==> config.mk <==
export PLATFORM = sky130hd
export DESIGN_NAME = logic_gate_pipe_flat
export DESIGN_NICKNAME = d
export VERILOG_FILES = /design/src/rtl/logic_gate_pipe_if.sv /design/src/rtl/logic_gate_pipe.sv /design/src/flat_wrapper.sv
export SDC_FILE = /design/constraint.sdc
export NUM_CORES = 1
export LEC_CHECK = 0
export CELL_PAD_IN_SITES_DETAIL_PLACEMENT = 1
export CELL_PAD_IN_SITES_GLOBAL_PLACEMENT = 2
export CORE_MARGIN = 1.5
export CORE_UTILIZATION = 30
export DETAILED_ROUTE_END_ITERATION = 10
export PLACE_DENSITY = 0.89
export SLEW_MARGIN = 30
export SYNTH_ARGS = -nofsm -noshare
export SYNTH_HDL_FRONTEND = slang
export SYNTH_SLANG_ARGS = --single-unit
==> constraint.sdc <==
create_clock -name clk -period 3.25 [get_ports clk]
set_input_delay 0.975 -clock clk [delete_from_list [all_inputs] [get_ports clk]]
set_output_delay 0.975 -clock clk [all_outputs]
set_load 0.02 [all_outputs]
==> src/rtl/logic_gate_pipe_if.sv <==
`default_nettype none
// ============================================================================
// Module      : logic_gate_pipe_if
// Description : Operand/result handshake bundle for logic_gate_pipe.
//               master : the side that offers operands and takes results
//                        (drives in_valid, in_a, in_b, in_op, sweep_start,
//                        out_ready).
//               slave  : the logic_gate_pipe block itself (drives in_ready,
//                        sweep_busy, out_valid, out_y, out_zero, out_last).
// Revision    : 1.0 - initial release
// ============================================================================
interface logic_gate_pipe_if #(
   parameter int WIDTH = 8
);
   logic             in_valid;
   logic             in_ready;
   logic [WIDTH-1:0] in_a;
   logic [WIDTH-1:0] in_b;
   logic [2:0]       in_op;
   logic             sweep_start;
   logic             sweep_busy;
   logic             out_valid;
   logic             out_ready;
   logic [WIDTH-1:0] out_y;
   logic             out_zero;
   logic             out_last;

   modport master (
      output in_valid, in_a, in_b, in_op, sweep_start, out_ready,
      input  in_ready, sweep_busy, out_valid, out_y, out_zero, out_last
   );

   modport slave (
      input  in_valid, in_a, in_b, in_op, sweep_start, out_ready,
      output in_ready, sweep_busy, out_valid, out_y, out_zero, out_last
   );
endinterface
`default_nettype wire

==> src/rtl/logic_gate_pipe.sv <==
`default_nettype none
// ============================================================================
// Module      : logic_gate_pipe
// Description : Single-stage bitwise logic unit with valid/ready handshake
//               and a built-in exhaustive self-sweep over all operand pairs
//               formed from a SWEEP_BITS-wide vector counter.
// Ports       : clk  - rising-edge clock
//               rst  - synchronous active-high reset
//               bus  - logic_gate_pipe_if.slave (operand beat in, result out,
//                      sweep_start / sweep_busy control)
// Parameters  : WIDTH      - operand/result width, 1..32
//               SWEEP_BITS - sweep counter width, even, 2..16, <= 2*WIDTH
// Revision    : 1.0 - initial release
// ============================================================================
module logic_gate_pipe #(
   parameter int WIDTH      = 8,
   parameter int SWEEP_BITS = 4
) (
   input  logic               clk,
   input  logic               rst,
   logic_gate_pipe_if.slave   bus
);

   localparam int c_HALF = SWEEP_BITS / 2;

   localparam logic [0:0] c_ST_IDLE  = 1'b0;
   localparam logic [0:0] c_ST_SWEEP = 1'b1;

   localparam logic [SWEEP_BITS-1:0] c_K_ONE  = {{(SWEEP_BITS-1){1'b0}}, 1'b1};
   localparam logic [SWEEP_BITS-1:0] c_K_LAST = {SWEEP_BITS{1'b1}};

   logic [0:0]            r_state;
   logic [0:0]            w_state_nxt;
   logic [SWEEP_BITS-1:0] r_k;
   logic [2:0]            r_op;
   logic [WIDTH-1:0]      r_y;
   logic                  r_zero;
   logic                  r_last;
   logic                  r_valid;

   logic                  w_load_en;
   logic                  w_in_ready;
   logic                  w_busy;
   logic                  w_sweep_load;
   logic                  w_accept;
   logic                  w_k_last;
   logic [WIDTH-1:0]      w_a;
   logic [WIDTH-1:0]      w_b;
   logic [2:0]            w_op;
   logic [WIDTH-1:0]      w_res;

   // The single output register can take a new value when empty or when
   // its current content is being consumed this cycle.
   assign w_load_en = !r_valid || bus.out_ready;
   assign w_k_last  = (r_k == c_K_LAST);
   assign w_accept  = bus.in_valid && w_in_ready;

   // ---------------------------------------------------------------- FSM
   always_ff @(posedge clk) begin
      if (rst) begin
         r_state <= c_ST_IDLE;
      end else begin
         r_state <= w_state_nxt;
      end
   end

   always_comb begin
      w_state_nxt = r_state;
      case (r_state)
         c_ST_IDLE:  if (bus.sweep_start) w_state_nxt = c_ST_SWEEP;
         c_ST_SWEEP: if (w_load_en && w_k_last) w_state_nxt = c_ST_IDLE;
         default:    w_state_nxt = c_ST_IDLE;
      endcase
   end

   // sweep_start wins over an external beat, so in_ready is masked by it.
   always_comb begin
      w_in_ready   = 1'b0;
      w_busy       = 1'b0;
      w_sweep_load = 1'b0;
      case (r_state)
         c_ST_IDLE: begin
            w_in_ready = w_load_en && !bus.sweep_start;
         end
         c_ST_SWEEP: begin
            w_busy       = 1'b1;
            w_sweep_load = w_load_en;
         end
         default: begin
            w_in_ready = 1'b0;
         end
      endcase
   end

   // ------------------------------------------------------ operand select
   // During a sweep the low half of k is A and the high half is B, both
   // zero-extended to WIDTH; the external operands are ignored.
   always_comb begin
      w_a  = '0;
      w_b  = '0;
      w_op = bus.in_op;
      if (w_busy) begin
         w_a[c_HALF-1:0] = r_k[c_HALF-1:0];
         w_b[c_HALF-1:0] = r_k[SWEEP_BITS-1:c_HALF];
         w_op            = r_op;
      end else begin
         w_a = bus.in_a;
         w_b = bus.in_b;
      end
   end

   always_comb begin
      w_res = '0;
      case (w_op)
         3'b000:  w_res = w_a & w_b;
         3'b001:  w_res = w_a | w_b;
         3'b010:  w_res = w_a ^ w_b;
         3'b011:  w_res = ~(w_a & w_b);
         3'b100:  w_res = ~(w_a | w_b);
         3'b101:  w_res = ~(w_a ^ w_b);
         3'b110:  w_res = w_a & ~w_b;
         default: w_res = w_a;
      endcase
   end

   // --------------------------------------------------- sweep sequencing
   // k stops at its final value rather than wrapping; the next sweep_start
   // clears it again.
   always_ff @(posedge clk) begin
      if (rst) begin
         r_k  <= '0;
         r_op <= 3'b000;
      end else if ((r_state == c_ST_IDLE) && bus.sweep_start) begin
         r_k  <= '0;
         r_op <= bus.in_op;
      end else if (w_sweep_load && !w_k_last) begin
         r_k  <= r_k + c_K_ONE;
      end
   end

   // ---------------------------------------------------- output register
   always_ff @(posedge clk) begin
      if (rst) begin
         r_valid <= 1'b0;
         r_y     <= '0;
         r_zero  <= 1'b0;
         r_last  <= 1'b0;
      end else if (w_accept) begin
         r_valid <= 1'b1;
         r_y     <= w_res;
         r_zero  <= (w_res == '0);
         r_last  <= 1'b0;
      end else if (w_sweep_load) begin
         r_valid <= 1'b1;
         r_y     <= w_res;
         r_zero  <= (w_res == '0);
         r_last  <= w_k_last;
      end else if (bus.out_ready) begin
         r_valid <= 1'b0;
      end
   end

   assign bus.in_ready   = w_in_ready;
   assign bus.sweep_busy = w_busy;
   assign bus.out_valid  = r_valid;
   assign bus.out_y      = r_y;
   assign bus.out_zero   = r_zero;
   assign bus.out_last   = r_last;

endmodule
`default_nettype wire
==> src/flat_wrapper.sv <==
// flat-port wrapper written by rule: the top's interface ports become plain ports
module logic_gate_pipe_flat 
#(
   parameter int WIDTH      = 8,
   parameter int SWEEP_BITS = 4
)
  (clk, rst, bus_in_valid, bus_in_a, bus_in_b, bus_in_op, bus_sweep_start, bus_out_ready, bus_in_ready, bus_sweep_busy, bus_out_valid, bus_out_y, bus_out_zero, bus_out_last);
  logic_gate_pipe_if #(.WIDTH(WIDTH)) bus_i ();
  input  logic clk;
  input  logic rst;
  input wire logic [$bits(bus_i.in_valid)-1:0] bus_in_valid;
  input wire logic [$bits(bus_i.in_a)-1:0] bus_in_a;
  input wire logic [$bits(bus_i.in_b)-1:0] bus_in_b;
  input wire logic [$bits(bus_i.in_op)-1:0] bus_in_op;
  input wire logic [$bits(bus_i.sweep_start)-1:0] bus_sweep_start;
  input wire logic [$bits(bus_i.out_ready)-1:0] bus_out_ready;
  output wire logic [$bits(bus_i.in_ready)-1:0] bus_in_ready;
  output wire logic [$bits(bus_i.sweep_busy)-1:0] bus_sweep_busy;
  output wire logic [$bits(bus_i.out_valid)-1:0] bus_out_valid;
  output wire logic [$bits(bus_i.out_y)-1:0] bus_out_y;
  output wire logic [$bits(bus_i.out_zero)-1:0] bus_out_zero;
  output wire logic [$bits(bus_i.out_last)-1:0] bus_out_last;
  assign bus_i.in_valid = bus_in_valid;
  assign bus_i.in_a = bus_in_a;
  assign bus_i.in_b = bus_in_b;
  assign bus_i.in_op = bus_in_op;
  assign bus_i.sweep_start = bus_sweep_start;
  assign bus_i.out_ready = bus_out_ready;
  assign bus_in_ready = bus_i.in_ready;
  assign bus_sweep_busy = bus_i.sweep_busy;
  assign bus_out_valid = bus_i.out_valid;
  assign bus_out_y = bus_i.out_y;
  assign bus_out_zero = bus_i.out_zero;
  assign bus_out_last = bus_i.out_last;
  logic_gate_pipe #(.WIDTH(WIDTH), .SWEEP_BITS(SWEEP_BITS)) u_core (.clk(clk), .rst(rst), .bus(bus_i));
endmodule
==> reports/metrics.yaml <==
status: "finished clean"
postCtsSetupBuffers: 0
muxShareOfSynthArea_pct: 14.9
holdBufCountCts: 0
syn_avg_cell_area_sq_um: 8.19
cts.sinks: 19
fin_worst_skew_ns: 0.00829
clk_latency_ns: 0.26
setup_tns_ns: 0
synth.distinct_cells: 52
p_leak_nw: 0.997
netlist_area_sq_um: 1880
synth-compound-area-share_pct: 21.4
cp_slowest_cell: "clkdlybuf4s50_1"
critPathTopFamily: "buffers and inverters"
die_y_um: 82.2
ys_warn_count: 0
num_vias: 1829
worstSetupEndpointType: "output pin"
peakVddDrop_uv: 271
yosys-top-cells-area: "dfxtp_1 20%, ha_1 13%, mux2i_1 4.8%"
drv_cap: 0
die-area_sq_um: 6760
synth_top_family_by_area: "simple AND/OR/NAND/NOR gates"
fmax_mhz: 330
first_iter_violations: 95
hold_viol_final: 0
crit_fanout: 2
dr.pass1.iters: 4
finalCritPeriodShare_pct: 93.1
worstPathArrival_ns: 2.05
total_power_uw: 795
power_density_nw_per_um2: 325
drive_gt1_share_pct: 14.1
num-nets-final: 320
dp_hpwl_um: 4130
antenna_found_initial: 0
crit_chain: "clkdlybuf4s50_1 -> nor2_1 -> and2_1 -> dlygate4sd2_1"
grt_pass1_vias: 1818
insertedDiodeCount: 0
area_growth_syn_to_layout_pct: 29.9
crit_required_ns: 2.27
setup_viol: 0
synth_adder_area_share_pct: 12.6
synth_seq_cells: 19
htreeDepth: 1
async_reset_ff_share_pct: 0
synth_top_area_share_pct: 20.2
grt_max_degree: 25
relSlewSlack_pct: 64.8
via_per_inst: 5.21
hold_ws_ns: 0.460
wl_per_cell_um: 15.1
worst-setup-path-type: "primary input to output pin"
ys_seq_area_share_pct: 20.2
path_clk_slew_ns: 0.07
boundaryPins: 37
cts_tree: "yes"
critPathMaxStageDelay_ns: 0.42
cts_root_buf: "clkbuf_8"
ant_nets: 0
grt_setup_unrepaired: "false"
slew_violations: 0
io_buffer_count: 36
routed_wl_um: 5290
synth_fp_nets: 273
synthCells: 230
yosys_most_used_dff: "dfxtp_1"
min_period_ns: 3.03
multi_input_area_sq_um: 1350
gp_congestion: 0.848
worst_pin_slew_ns: 0.527
final_util_pct: 40.8
synth_xor_area_share_pct: 0.465
critPathLaunchType: "primary input"
row_count: 28
grt.total_usage_pct: 16.7
cts_buffer_depth: 2
register_area_sq_um: 380
ctsResizeCount: 1
cp_num_buf_inv: 2
grt_overflow: 0
synth_edf_count: 0
synth.largest_area_cell: "dfxtp_1"
initial_core_util_pct: 31.4
min_path_type: "flip-flop to flip-flop"
cts_buffers: 3
fillers: 723
synth_simple_gate_area_share_pct: 22.5
die_w_um: 82.2
core_sq_um: 5990
drcViolationCount: 0
grt_pass1_wl_um: 8740
worst min-delay path, stage by stage (launching register included):
cell and delay (ns):
dfxtp_1 0.31, nand2_1 0.05, a21oi_1 0.05
where the power goes:
part           internal, mW  switching [mW]  total (mW)
logic                 0.177           0.187       0.363
registers             0.249          0.0126       0.262
clock network        0.0855          0.0845       0.170
synthesized netlist by cell type, types with 2 or more instances:
| library cell | count |
|---|---|
| a21o_1 | 3 |
| a221oi_1 | 2 |
| nand3_1 | 6 |
| o21ai_0 | 6 |
| buf_2 | 6 |
| nor3_1 | 5 |
| clkbuf_1 | 3 |
| dfxtp_1 | 19 |
| and2_1 | 3 |
| nand2b_1 | 7 |
| a21oi_1 | 15 |
| mux2_4 | 5 |
| ha_1 | 19 |
| mux2i_4 | 2 |
| buf_6 | 3 |
| buf_4 | 2 |
| a31oi_1 | 5 |
| nand3b_1 | 3 |
| a211oi_1 | 11 |
| inv_1 | 15 |
| nor4_1 | 2 |
| nor2_1 | 17 |
| mux2i_1 | 9 |
| nor2b_1 | 7 |
| mux4_2 | 2 |
| o211ai_1 | 5 |
| nand2_1 | 23 |
per-stage QoR:
| step | cells | instance area, sq um | worst slack (ns) |
|---|---|---|---|
| 6_report | 351 | 2450 | 0.224 |
| 5_1_grt | 351 | 2450 | 0.116 |
| 4_1_cts | 351 | 2450 | 0.218 |
| 3_5_place_dp | 347 | 2400 | -0.0456 |
| 3_3_place_gp | 347 | 2400 | 0.00758 |
| 2_1_floorplan | 230 | 1880 | 0.478 |
path summary, 6_finish.rpt:
kind	startpoint	to	slack, ns	cells past startpoint
min reg2reg	u_core.bus.out_y[2]	u_core.bus.out_y[2]	0.46	2
max	bus_sweep_start	bus_in_ready	0.22	4
max reg2reg	u_core.r_state	u_core.bus.out_zero	0.73	9
min	u_core.bus.out_y[2]	u_core.bus.out_y[2]	0.46	2
cell usage in the layout (no fill, tap or decap), drive strengths merged, types with 2 or more instances in the layout:
master         netlist  final
nand2               23     23
nand3b               3      3
nor2                17     17
dfxtp               19     19
nand3                6      6
a211oi              11     11
o211ai               6      6
clkbuf               3      3
a221oi               2      2
a21o                 3      3
a21oi               15     15
mux2i               12     12
nor4                 3      3
buf                 12     21
nor3                 5      5
inv                 15     15
clkdlybuf4s50        0     35
nor2b                7      7
mux4                 2      2
mux2                 6      6
and2                 3      3
a31oi                5      5
ha                  19     19
nand2b               7      7
o21ai                7      7
logic make-up (layout without fill, tap and decap cells):
group / Yosys count / after routing
adder cells (fa/ha/maj): 19 / 19
multiplexers: 20 / 20
AO/OA/AOI/OAI: 59 / 59
buffers and inverters: 30 / 76
flip-flops: 19 / 19
AND/OR/NAND/NOR: 82 / 82
XOR/XNOR: 1 / 1
layer usage:
metal  vias up  global-route usage (%)  share of wire (%)
li1        926                       -                  -
met4         0                    5.76                1.7
met2        32                    26.8                 46
met5         -                       0                  0
met1       862                    23.4                 50
met3         9                    1.43                2.8
sequential cells by signal, summed over array words and instances (netlist names):
| register | cells |
|---|---|
| u_core.r_op | 3 |
| u_core.r_state | 1 |
| u_core.bus.out_y | 8 |
| u_core.bus.out_zero | 1 |
| u_core.bus.out_valid | 1 |
| u_core.bus.out_last | 1 |
| u_core.r_k | 4 |
final cells by class:
type                    instances  share of cell area (%)
well taps                      75                    3.84
multi-input cells             181                    55.3
clock inverters                 1                   0.205
clock buffers                   3                    1.69
repair buffers                 57                    21.1
flip-flops and latches         19                    15.5
inverters                      15                    2.30
Power figures use the tool's default switching activity.
